## src/rtl/countdown_timer_if.sv

```systemverilog
// Load/done handshake bundle for countdown_timer.
// COUNTDOWN_TIMER_AUTO_RELOAD_EN adds the reload_en_i control.
interface countdown_timer_if #(
  parameter int COUNTER_WIDTH = 8
);
  logic                     load_valid_i;
  logic                     load_ready_o;
  logic [COUNTER_WIDTH-1:0] load_value_i;
  logic                     stop_i;
  logic                     done_valid_o;
  logic                     done_ready_i;
  logic                     busy_o;
  logic [COUNTER_WIDTH-1:0] count_o;
`ifdef COUNTDOWN_TIMER_AUTO_RELOAD_EN
  logic                     reload_en_i;
`endif

  modport master (
`ifdef COUNTDOWN_TIMER_AUTO_RELOAD_EN
    output reload_en_i,
`endif
    output load_valid_i, load_value_i, stop_i, done_ready_i,
    input  load_ready_o, done_valid_o, busy_o, count_o
  );

  modport slave (
`ifdef COUNTDOWN_TIMER_AUTO_RELOAD_EN
    input  reload_en_i,
`endif
    input  load_valid_i, load_value_i, stop_i, done_ready_i,
    output load_ready_o, done_valid_o, busy_o, count_o
  );
endinterface

```

## src/rtl/countdown_timer.sv

```systemverilog
// Programmable load-and-expire down-counter with valid/ready load and done handshakes.
// Optional COUNTDOWN_TIMER_AUTO_RELOAD_EN restarts from the last loaded value on done.
module countdown_timer #(
  parameter int COUNTER_WIDTH = 8
) (
  input  logic              clk_i,
  input  logic              rst_ni,
  countdown_timer_if.slave  tmr
);
  localparam logic [1:0] S_IDLE = 2'd0;
  localparam logic [1:0] S_RUN  = 2'd1;
  localparam logic [1:0] S_DONE = 2'd2;

  logic [1:0]               r_state;
  logic [1:0]               w_state_nxt;
  logic [COUNTER_WIDTH-1:0] r_count;
  logic [COUNTER_WIDTH-1:0] w_count_nxt;
  logic                     w_load_hs;

  assign w_load_hs = tmr.load_valid_i & (r_state == S_IDLE);

`ifdef COUNTDOWN_TIMER_AUTO_RELOAD_EN
  logic [COUNTER_WIDTH-1:0] r_reload;

  always_ff @(posedge clk_i or negedge rst_ni) begin
    if (!rst_ni) begin
      r_reload <= '0;
    end else if (w_load_hs) begin
      r_reload <= tmr.load_value_i;
    end
  end
`endif

  always_comb begin
    w_state_nxt = r_state;
    w_count_nxt = r_count;
    case (r_state)
      S_IDLE: begin
        if (w_load_hs) begin
          w_count_nxt = tmr.load_value_i;
          w_state_nxt = (tmr.load_value_i == '0) ? S_DONE : S_RUN;
        end
      end
      S_RUN: begin
        // stop wins over expiry, even on the final count
        if (tmr.stop_i) begin
          w_count_nxt = '0;
          w_state_nxt = S_IDLE;
        end else if (r_count == COUNTER_WIDTH'(1)) begin
          w_count_nxt = '0;
          w_state_nxt = S_DONE;
        end else begin
          w_count_nxt = r_count - COUNTER_WIDTH'(1);
        end
      end
      S_DONE: begin
        w_count_nxt = '0;
        if (tmr.done_ready_i) begin
`ifdef COUNTDOWN_TIMER_AUTO_RELOAD_EN
          // a zero reload value keeps the expiry pending
          if (tmr.reload_en_i) begin
            if (r_reload != '0) begin
              w_count_nxt = r_reload;
              w_state_nxt = S_RUN;
            end
          end else begin
            w_state_nxt = S_IDLE;
          end
`else
          w_state_nxt = S_IDLE;
`endif
        end
      end
      default: begin
        w_count_nxt = '0;
        w_state_nxt = S_IDLE;
      end
    endcase
  end

  always_ff @(posedge clk_i or negedge rst_ni) begin
    if (!rst_ni) begin
      r_state <= S_IDLE;
      r_count <= '0;
    end else begin
      r_state <= w_state_nxt;
      r_count <= w_count_nxt;
    end
  end

  assign tmr.load_ready_o = (r_state == S_IDLE);
  assign tmr.busy_o       = (r_state == S_RUN);
  assign tmr.done_valid_o = (r_state == S_DONE);
  assign tmr.count_o      = r_count;
endmodule
```

## src/flat_wrapper.sv

```systemverilog
// flat-port wrapper written by rule: the top's interface ports become plain ports
module countdown_timer_flat 
#(
  parameter int COUNTER_WIDTH = 8
)
  (clk_i, rst_ni, tmr_load_valid_i, tmr_load_value_i, tmr_stop_i, tmr_done_ready_i, tmr_load_ready_o, tmr_done_valid_o, tmr_busy_o, tmr_count_o);
  countdown_timer_if #(.COUNTER_WIDTH(COUNTER_WIDTH)) tmr_i ();
  input  logic clk_i;
  input  logic rst_ni;
  input wire logic [$bits(tmr_i.load_valid_i)-1:0] tmr_load_valid_i;
  input wire logic [$bits(tmr_i.load_value_i)-1:0] tmr_load_value_i;
  input wire logic [$bits(tmr_i.stop_i)-1:0] tmr_stop_i;
  input wire logic [$bits(tmr_i.done_ready_i)-1:0] tmr_done_ready_i;
  output wire logic [$bits(tmr_i.load_ready_o)-1:0] tmr_load_ready_o;
  output wire logic [$bits(tmr_i.done_valid_o)-1:0] tmr_done_valid_o;
  output wire logic [$bits(tmr_i.busy_o)-1:0] tmr_busy_o;
  output wire logic [$bits(tmr_i.count_o)-1:0] tmr_count_o;
  assign tmr_i.load_valid_i = tmr_load_valid_i;
  assign tmr_i.load_value_i = tmr_load_value_i;
  assign tmr_i.stop_i = tmr_stop_i;
  assign tmr_i.done_ready_i = tmr_done_ready_i;
  assign tmr_load_ready_o = tmr_i.load_ready_o;
  assign tmr_done_valid_o = tmr_i.done_valid_o;
  assign tmr_busy_o = tmr_i.busy_o;
  assign tmr_count_o = tmr_i.count_o;
  countdown_timer #(.COUNTER_WIDTH(COUNTER_WIDTH)) u_core (.clk_i(clk_i), .rst_ni(rst_ni), .tmr(tmr_i));
endmodule
```

## config.mk

```make
export PLATFORM = sky130hd
export DESIGN_NAME = countdown_timer_flat
export DESIGN_NICKNAME = d
export VERILOG_FILES = /design/src/rtl/countdown_timer_if.sv /design/src/rtl/countdown_timer.sv /design/src/flat_wrapper.sv
export SDC_FILE = /design/constraint.sdc
export NUM_CORES = 1
export LEC_CHECK = 0
export CAP_MARGIN = 20
export CORE_MARGIN = 3
export CORE_UTILIZATION = 43
export CTS_CLUSTER_DIAMETER = 60
export CTS_CLUSTER_SIZE = 12
export DETAILED_ROUTE_END_ITERATION = 16
export PLACE_DENSITY = 0.84
export REMOVE_ABC_BUFFERS = 1
export SYNTH_ARGS = -nofsm -noshare
export SYNTH_HDL_FRONTEND = slang
export SYNTH_SLANG_ARGS = --single-unit
```

## constraint.sdc

```tcl
create_clock -name clk_i -period 2.1 [get_ports clk_i]
set_input_delay 0.21 -clock clk_i [delete_from_list [all_inputs] [get_ports clk_i]]
set_output_delay 0.21 -clock clk_i [all_outputs]
set_load 0.005 [all_outputs]
```

# --- Yosys cells after proc, flatten, opt, wreduce, memory -nomap -nowiden ---
# Index checks and enable logic that the tools add are counted.
op_classes:
  reduce_logical: 3
  n_bitwise: 1
  mul: 0
  muxes: 10
  add_sub_neg: 1
  n_shift: 0
  eq_ne: 6
  div: 0
  order_cmp: 0
ops:
  columns: ["cell", "count"]
  rows:
  - ["$mux 8", 3]
  - ["$pmux 8 s2", 1]
  - ["$mux 2", 5]
  - ["$eq 8x1->1 const B", 1]
  - ["$logic_not 8->1", 1]
  - ["$sub 8x1->8 const B", 1]
  - ["$pmux 2 s3", 1]
  - ["$ne 3x2->1 const B", 1]
  - ["$reduce_and 3->1", 1]
  - ["$eq 2x1->1 const B", 1]
  - ["$eq 2x2->1 const B", 1]
  - ["$logic_not 2->1", 1]
  - ["$ne 2x1->1 const B", 1]
  - ["$ne 2x2->1 const B", 1]
  - ["$and 1x1->1", 1]
word_totals:
  input_bits: 13
  ramBits: 0
  ff_bits: 10
  latchBits: 0
  rom_bits: 0
  mem_count: 0

# --- Depth between registers and ports, before layout ---
# Gate-level depths: netlist of run 1.
depth:
  ltp_word: 4
  depth_mapped: 6
  depth_no_buf: 6

# --- Worst setup path before layout of run 1 ---
# OpenSTA, ideal clock, no wires.
synth_path:
  path_type: "reg2reg"
  startpoint: "register u_core.r_count[0] (netlist: u_core.tmr.count_o[0])"
  endpoint: "register u_core.r_count[7] (netlist: u_core.tmr.count_o[7])"
  setup_slack_ps: 179
  setup_ps: 126
  arrival_ps: 1795
  n_path_buf: 0
  stages_incl_launch_ff: 5
  cell_sequence: "dfrtp_1 -> or4_1 -> or4_1 -> o2bb2ai_1 -> a221o_1"
synth_via:
  elab_chain_cells: 4
  word_cells_on_any_way: 5
  classes_between: "add/sub: 1; eq/ne: 1; mux: 3"
synth_lines:
  columns: ["item", "line_no", "text"]
  rows:
  - ["start, declared", "countdown_timer.sv:16", "logic [COUNTER_WIDTH-1:0] r_count;"]
  - ["start signal, assigned", "countdown_timer.sv:87", "r_count <= w_count_nxt;"]
  - ["$sub 8x1->8 / $eq 8x1->1 (equally long branches)", "countdown_timer.sv:53, countdown_timer.sv:49", null]
  - ["$mux 8 (*)", "countdown_timer.sv:49", "end else if (r_count == COUNTER_WIDTH'(1)) begin"]
  - ["$mux 8 (*)", "countdown_timer.sv:46", "if (tmr.stop_i) begin"]
  - ["$pmux 8 s2 (*)", "countdown_timer.sv:37", "case (r_state)"]
# Mark *: on every way between the ends. The rest lies on a longest branch, timed or not.
# A chain may end at the register's enable or synchronous reset.

# --- Final worst setup path of run 1 ---
layout_path:
  startpoint: "register u_core.r_state[1]"
  endpoint: "output tmr_load_ready_o"
layout_via:
  elab_chain_cells: 1
layout_lines:
  columns: ["item", "line_no", "text"]
  rows:
  - ["start, declared", "countdown_timer.sv:14", "logic [1:0] r_state;"]
  - ["start signal, assigned", "countdown_timer.sv:86", "r_state <= w_state_nxt;"]
  - ["$logic_not 2->1", "countdown_timer.sv:91", "assign tmr.load_ready_o = (r_state == S_IDLE);"]
  - ["end, declared", "flat_wrapper.sv:14", "output wire logic [$bits(tmr_i.load_ready_o)-1:0] tmr_load_ready_o;"]
# No other way between the ends.

==> results of run 1 <==
metal layers:
layer | up-vias | global-route usage, % | share of wire [%]
met5 | - | 0 | 0
met4 | 0 | 6.82 | 2.6
met3 | 6 | 6.25 | 9.0
met2 | 60 | 40.7 | 49
met1 | 369 | 27.4 | 40
li1 | 344 | - | -
flip-flops by register name (all words and copies together), names as in the netlist:
| register | flops |
|---|---|
| u_core.r_state | 2 |
| u_core.tmr.count_o | 8 |
cell families (layout without fill, tap and decap cells):
family                     after synthesis  after routing  share of synthesized area, %
muxes                                    4              4                          5.73
and+or+nand+nor                         24             24                          20.3
adders and majority gates                2              2                          3.58
buffers and inverters                   10             38                          7.53
DFF                                     10             10                          35.8
AOI/OAI and AO/OA                       26             26                          27.1
area by class of cell:
type	count	area, sq um	share of cell area [%]
Multi-Input combinational cell	56	395	40.1
Timing Repair Buffer	27	260	26.4
Sequential cell	10	250	25.3
Clock buffer	4	36.3	3.68
Inverter	7	26.3	2.66
Tap cell	15	18.8	1.90
worst max-delay path, cell delays in order (launching register included):
cell,delay (ps)
dfrtp_1,480
or2_2,370
inv_1,130
clkdlybuf4s50_1,520
worst min path at each step:
| stage | end | start | slack [ps] | depth (start not counted) |
|---|---|---|---|---|
| floorplan | u_core.r_state[0] | rst_ni | -90 | 0 |
| global placement | u_core.tmr.count_o[4] | rst_ni | 550 | 1 |
| detailed placement | u_core.tmr.count_o[4] | rst_ni | 560 | 1 |
| CTS | u_core.tmr.count_o[4] | rst_ni | 280 | 1 |
| global route | u_core.tmr.count_o[4] | rst_ni | 270 | 1 |
| finish | u_core.tmr.count_o[4] | rst_ni | 250 | 1 |
synth_stat cells (all sizes together):
cell type / count / area (sq um)
dfrtp: 10 / 250
inv: 7 / 26.3
a21oi: 5 / 36.3
nor4: 5 / 31.3
o21ai: 5 / 25.0
mux2i: 4 / 40.0
buf: 3 / 26.3
nand2: 3 / 11.3
nor2: 3 / 11.3
o22ai: 3 / 18.8
a21o: 2 / 16.3
a32oi: 2 / 17.5
ha: 2 / 25.0
nor3: 2 / 10.0
nor3b: 2 / 15.0
o2bb2ai: 2 / 17.5
or4: 2 / 15.0
a211oi: 1 / 7.51
a221o: 1 / 10.0
a22oi: 1 / 7.51
and2: 1 / 7.51
and3: 1 / 6.26
nand2b: 1 / 6.26
nor2b: 1 / 6.26
o21a: 1 / 7.51
o21bai: 1 / 7.51
o221ai: 1 / 8.76
o31a: 1 / 8.76
or2: 1 / 6.26
or3: 1 / 6.26
or3b: 1 / 8.76
power by group:
| part | internal, uW | switching [uW] |
|---|---|---|
| sequential | 275 | 127 |
| clock | 105 | 74.5 |
| combinational | 434 | 380 |
through the flow:
stage / hold slack [ps] / std cells / utilization [%] / area [sq um] / setup WS, ps
2_1_floorplan: -85.6 / 73 / - / 672 / 179
3_3_place_gp: 546 / 115 / 67.2 / 951 / 208
3_5_place_dp: 565 / 115 / 67.2 / 951 / 158
4_1_cts: 276 / 119 / 69.8 / 987 / 113
5_1_grt: 274 / 119 / 69.8 / 987 / 52.0
6_report: 251 / 119 / 69.8 / 987 / 105
==> summary.md, run 1 <==
| Metric | Value |
|---|---|
| Die ar. | 0.00214 sq mm |
| Most frequent cells in the layout | clkdlybuf4s50_1, dfrtp_1, inv_1 |
| Seq/Total Area, Yosys | 35.8% |
| Global route total overflow | 0 |
| Initial DRC Count | 27 |
| Initial Util | 49.3% |
| Worst flop-to-flop path endpoint | u_core.tmr.count_o[7] |
| CP required | 1890 ps |
| Worst setup path startpoint | u_core.r_state[1] |
| Post-DP HPWL | 1.61 mm |
| Final wirelength | 2.14 mm |
| # DRC | 0 |
| Final hold vios | 0 |
| Gpl congestion | 0.891 |
| Vias in the first global route | 778 |
| P_leak | 0.000424 uW |
| Clock transition at path regs | 80 ps |
| Clk buf depth | 2 |
| Layout cells sized above 1 | 11.5% |
| Vias/cell | 6.55 |
| Seq cells post-synth | 10 |
| WL/cell | 18.0 microns |
| Fin. max-slew vios | 0 |
| I/O pin cnt | 24 |
| Mapped Avg Cell Area | 9.19 sq um |
| Post-CTS Setup Bufs | 0 |
| Final setup fails | 0 |
| Final nets | 120 |
| H-Tree Level Count | 1 |
| Critical path peak fanout | 10 |
| Fillers | 122 |
| Worst-margin pin slew | 470 ps |
| Root buffer cell | clkbuf_4 |
| Outcome | finished clean |
| DR vias | 779 |
| All-layer global routing usage | 23.3% |
| Setup slack, reg-to-reg | 140 ps |
| CTS Buf Count | 3 |
| Commonest non-fill, non-tap cell in the layout | clkdlybuf4s50_1 |
| Max cap viols | 0 |
| TNS Setup | 0 ps |
| Fin crit share | 95.0% |
| Row cnt | 13 |
| First-pass detailed-route iteration total | 4 |
| Synth cell types | 34 |
| # diodes | 0 |
| Die W | 46.3 microns |
| Setup Skew | 11.7 ps |
| CTS tree | yes |
| Worst VDD drop | 0.824 mV |
| Cells after Synth | 76 |
| First-pass GRT wire length | 3.51 mm |
| Post-CTS Hold Buffers | 0 |
| FF-to-FF Start | u_core.tmr.count_o[2] |
| Tot Pwr | 1390 uW |
| Max Clock Freq | 0.501 GHz |
| Synthesis-to-layout area growth | 41.4% |
| R2R cell count | 4 |
| Min cycle time layout | 1990 ps |
| Clock sinks | 10 |
| CTS resizes | 0 |
| I/O Buffers | 23 |
| Crit path DAT | 1780 ps |
| Pwr/cell area | 1410 mW/mm^2 |
| Detail Route Antenna Nets | 0 |
| CP Launch Type | register |
| Worst setup EP type | output pin |
| Total core area | 0.00142 sq mm |
| Worst hold-check path type | in2async |
| Initial antenna violation count | 0 |
| Setup CP Type | reg2out |
| Largest net degree at the start of global routing | 11 |
| Rel. slew slack | 68.6% |
| RSZ-0062 raised after global routing | false |
| Clock latency at the later pin of the worst-skew pair | 270 ps |
| Synthesis warning total | 0 |
| Die Ht | 46.3 microns |
| Mapped Area | 698 sq um |
| Setup crit end | tmr_load_ready_o |
Note: power is estimated with default switching activity, not from simulation.
==> run 2, diff against run 1 <==
- ABC_CLOCK_PERIOD_IN_PS: unset -> 2100
==> results of run 2 <==
No change in the layout: final DEF, timing and power equal those of run 1.
==> run 3, diff against run 2 <==
- ABC_CLOCK_PERIOD_IN_PS: 2100 -> 1800
- CORE_UTILIZATION: 43 -> 39
- PLACE_DENSITY: 0.84 -> 0.81
- SLEW_MARGIN: unset -> 20
- clock period: 2.1 -> 1.8 ns (I/O delays scaled with it)
==> summary.md, run 3 (synthesis results as in run 1) <==
| Metric | Value |
|---|---|
| Outcome | complete, but fails checks |
| Violated checks | negative setup slack |
| Logic pwr share | 64.5% (+6.2 points) |
| Initial DRC Count | 46 (+70%) |
| First-pass detailed-route iteration total | 4 (unchanged) |
| CTS tree | yes |
| Post-DP HPWL | 1.57 mm (-2.3%) |
| Crit path DAT | 2040 ps (+260 ps) |
| I/O pin cnt | 24 (unchanged) |
| Pwr/cell area | 1650 mW/mm^2 (+17%) |
| Clk network pwr share | 11.5% (-1.4 points) |
| Final nets | 129 (+7.5%) |
| DR vias | 800 (+2.7%) |
| Synthesis-to-layout area growth | 58.6% |
| Most frequent cells in the layout | clkdlybuf4s50_1, buf_4, dfrtp_1 |
| WL/cell | 16.7 microns (-7.2%) |
| CTS Buf Count | 3 (unchanged) |
| Initial antenna violation count | 0 (unchanged) |
| Worst-margin pin slew | 485 ps (+14.6 ps) |
| Layout Utilization | 69.5% (-0.30 points) |
| Multi-input gate area | 432 sq um (+9.2%) |
| Detail Route Antenna Nets | 0 (unchanged) |
| Fillers | 127 (+4.1%) |
| Area occupied by registers | 251 sq um (+0.50%) |
| CP Launch Type | register |
| Root buffer cell | clkbuf_4 |
| Die ar. | 0.00233 sq mm (+8.9%) |
| Rel. slew slack | 67.6% (-0.98 points) |
| Net switching power | 733 uW (+26%) |
| Clk buf depth | 2 (unchanged) |
| Max FFs per register | 8 (unchanged) |
| Pre-CTS setup slack | -75.1 ps (-233 ps) |
| Switching part of the total | 40.2% (-1.5 points) |
| Vias/cell | 5.84 (-11%) |
| P_leak | 0.000476 uW (+12%) |
| I/O Buffers | 23 (unchanged) |
| Final wirelength | 2.29 mm (+6.8%) |
| Initial Util | 43.8% (-5.5 points) |
| H-Tree Level Count | 1 (unchanged) |
| Gpl congestion | 0.922 (+3.4%) |
| Clock latency at the later pin of the worst-skew pair | 270 ps (about the same) |
| Worst VDD drop | 0.921 mV (+12%) |
| Total core area | 0.00159 sq mm (+13%) |
| Max Clock Freq | 0.532 GHz |
| Setup Skew | 11.0 ps (-0.683 ps) |
| PnR worst setup slack | -79.8 ps (-185 ps) |
| Post-CTS Hold Buffers | 0 (unchanged) |
| All-layer global routing usage | 18.9% (-4.3 points) |
| # DRC | 0 (unchanged) |
| Largest net degree at the start of global routing | 11 (unchanged) |
| Fin. max-slew vios | 0 (unchanged) |
| Commonest non-fill, non-tap cell in the layout | clkdlybuf4s50_1 |
| Row cnt | 14 (+1) |
| Final setup fails | 1 (+1) |
| Die Ht | 48.3 microns (+4.4%) |
| RSZ-0062 raised after global routing | true |
| Clock transition at path regs | 80 ps (about the same) |
| # diodes | 0 (unchanged) |
| Vias in the first global route | 743 (-4.5%) |
| Global route total overflow | 0 (unchanged) |
| Cell Int Power | 1090 uW (+34%) |
| Layout cells sized above 1 | 25.7% (+14 points) |
| TNS Setup | -79.8 ps (-79.8 ps) |
| Max cap viols | 0 (unchanged) |
| Setup CP Type | reg2reg |
| Worst hold-check path type | in2async |
| Min cycle time layout | 1880 ps |
| Sequential Power Share | 24.0% (-4.8 points) |
| CP required | 1960 ps (+70 ps) |
| Fin crit share | 104% |
| Die W | 48.3 microns (+4.4%) |
| Critical path peak fanout | 2 (-8) |
| Clock sinks | 10 (unchanged) |
| Final hold vios | 0 (unchanged) |
| First-pass GRT wire length | 3.46 mm (-1.4%) |
| Worst setup EP type | register |
-- run 3: changes by cell type in the layout (fill, tap and decap cells not counted), sizes merged --
cell | before | now
buf | 4 | 13
-- run 3: cell type report --
type	instances	share of cell area, %
inverters	7	2.37
multi-input cells	56	39.0
well taps	24	2.71
clock buffers	4	3.28
flip-flops and latches	10	22.7
repair buffers	36	29.9
-- run 3: final timing paths --
path / from / depth (start not counted) / slack [ps] / end
max: u_core.tmr.count_o[1] / 4 / -80 / u_core.tmr.count_o[7]
min: rst_ni / 1 / 230 / u_core.tmr.count_o[6]
max reg2reg: u_core.tmr.count_o[1] / 4 / -80 / u_core.tmr.count_o[7]
min reg2reg: u_core.tmr.count_o[7] / 1 / 620 / u_core.tmr.count_o[7]
max in group asynchronous: rst_ni / 1 / 1220 / u_core.r_state[0]
min in group clk_i: tmr_load_value_i[4] / 3 / 580 / u_core.tmr.count_o[4]
-- run 3: stage by stage --
stage | std cells | hold slack (ps) | instance area [sq um] | power [uW]
after floorplan | 73 | -116 | 672 | 931
after global placement | 132 | 526 | 1020 | 1460
after detailed placement | 132 | 537 | 1020 | 1470
after CTS | 136 | 244 | 1080 | 1740
after global routing | 137 | 261 | 1110 | 1940
final | 137 | 230 | 1110 | 1830
-- run 3: layer usage --
metal / global-route usage [%] / vias up / wire (microns)
met5: 0 / - / 0
met4: 8.53 / 0 / 32
met3: 5.21 / 6 / 233
met2: 28.4 / 51 / 1070
met1: 25.3 / 379 / 956
li1: - / 364 / -
-- run 3: power by group through the flow --
stage	registers [uW]	logic [uW]	clock network [uW]
after floorplan	452	479	0
after global placement	424	1040	0
after detailed placement	427	1040	0
after CTS	431	1100	213
after global routing	458	1260	225
final	438	1180	210
-- run 3: critical path, stage by stage, from the launching register on --
cell	delay, ps
dfrtp_1	400
or4_4	520
or4_4	440
o2bb2ai_2	140
a221o_1	290
-- run 3: what timing repair did --
item,in CTS,in global routing
gates cloned,0,0
setup endpoints to repair,3,5
resized for setup,6,5
setup buffers,0,1
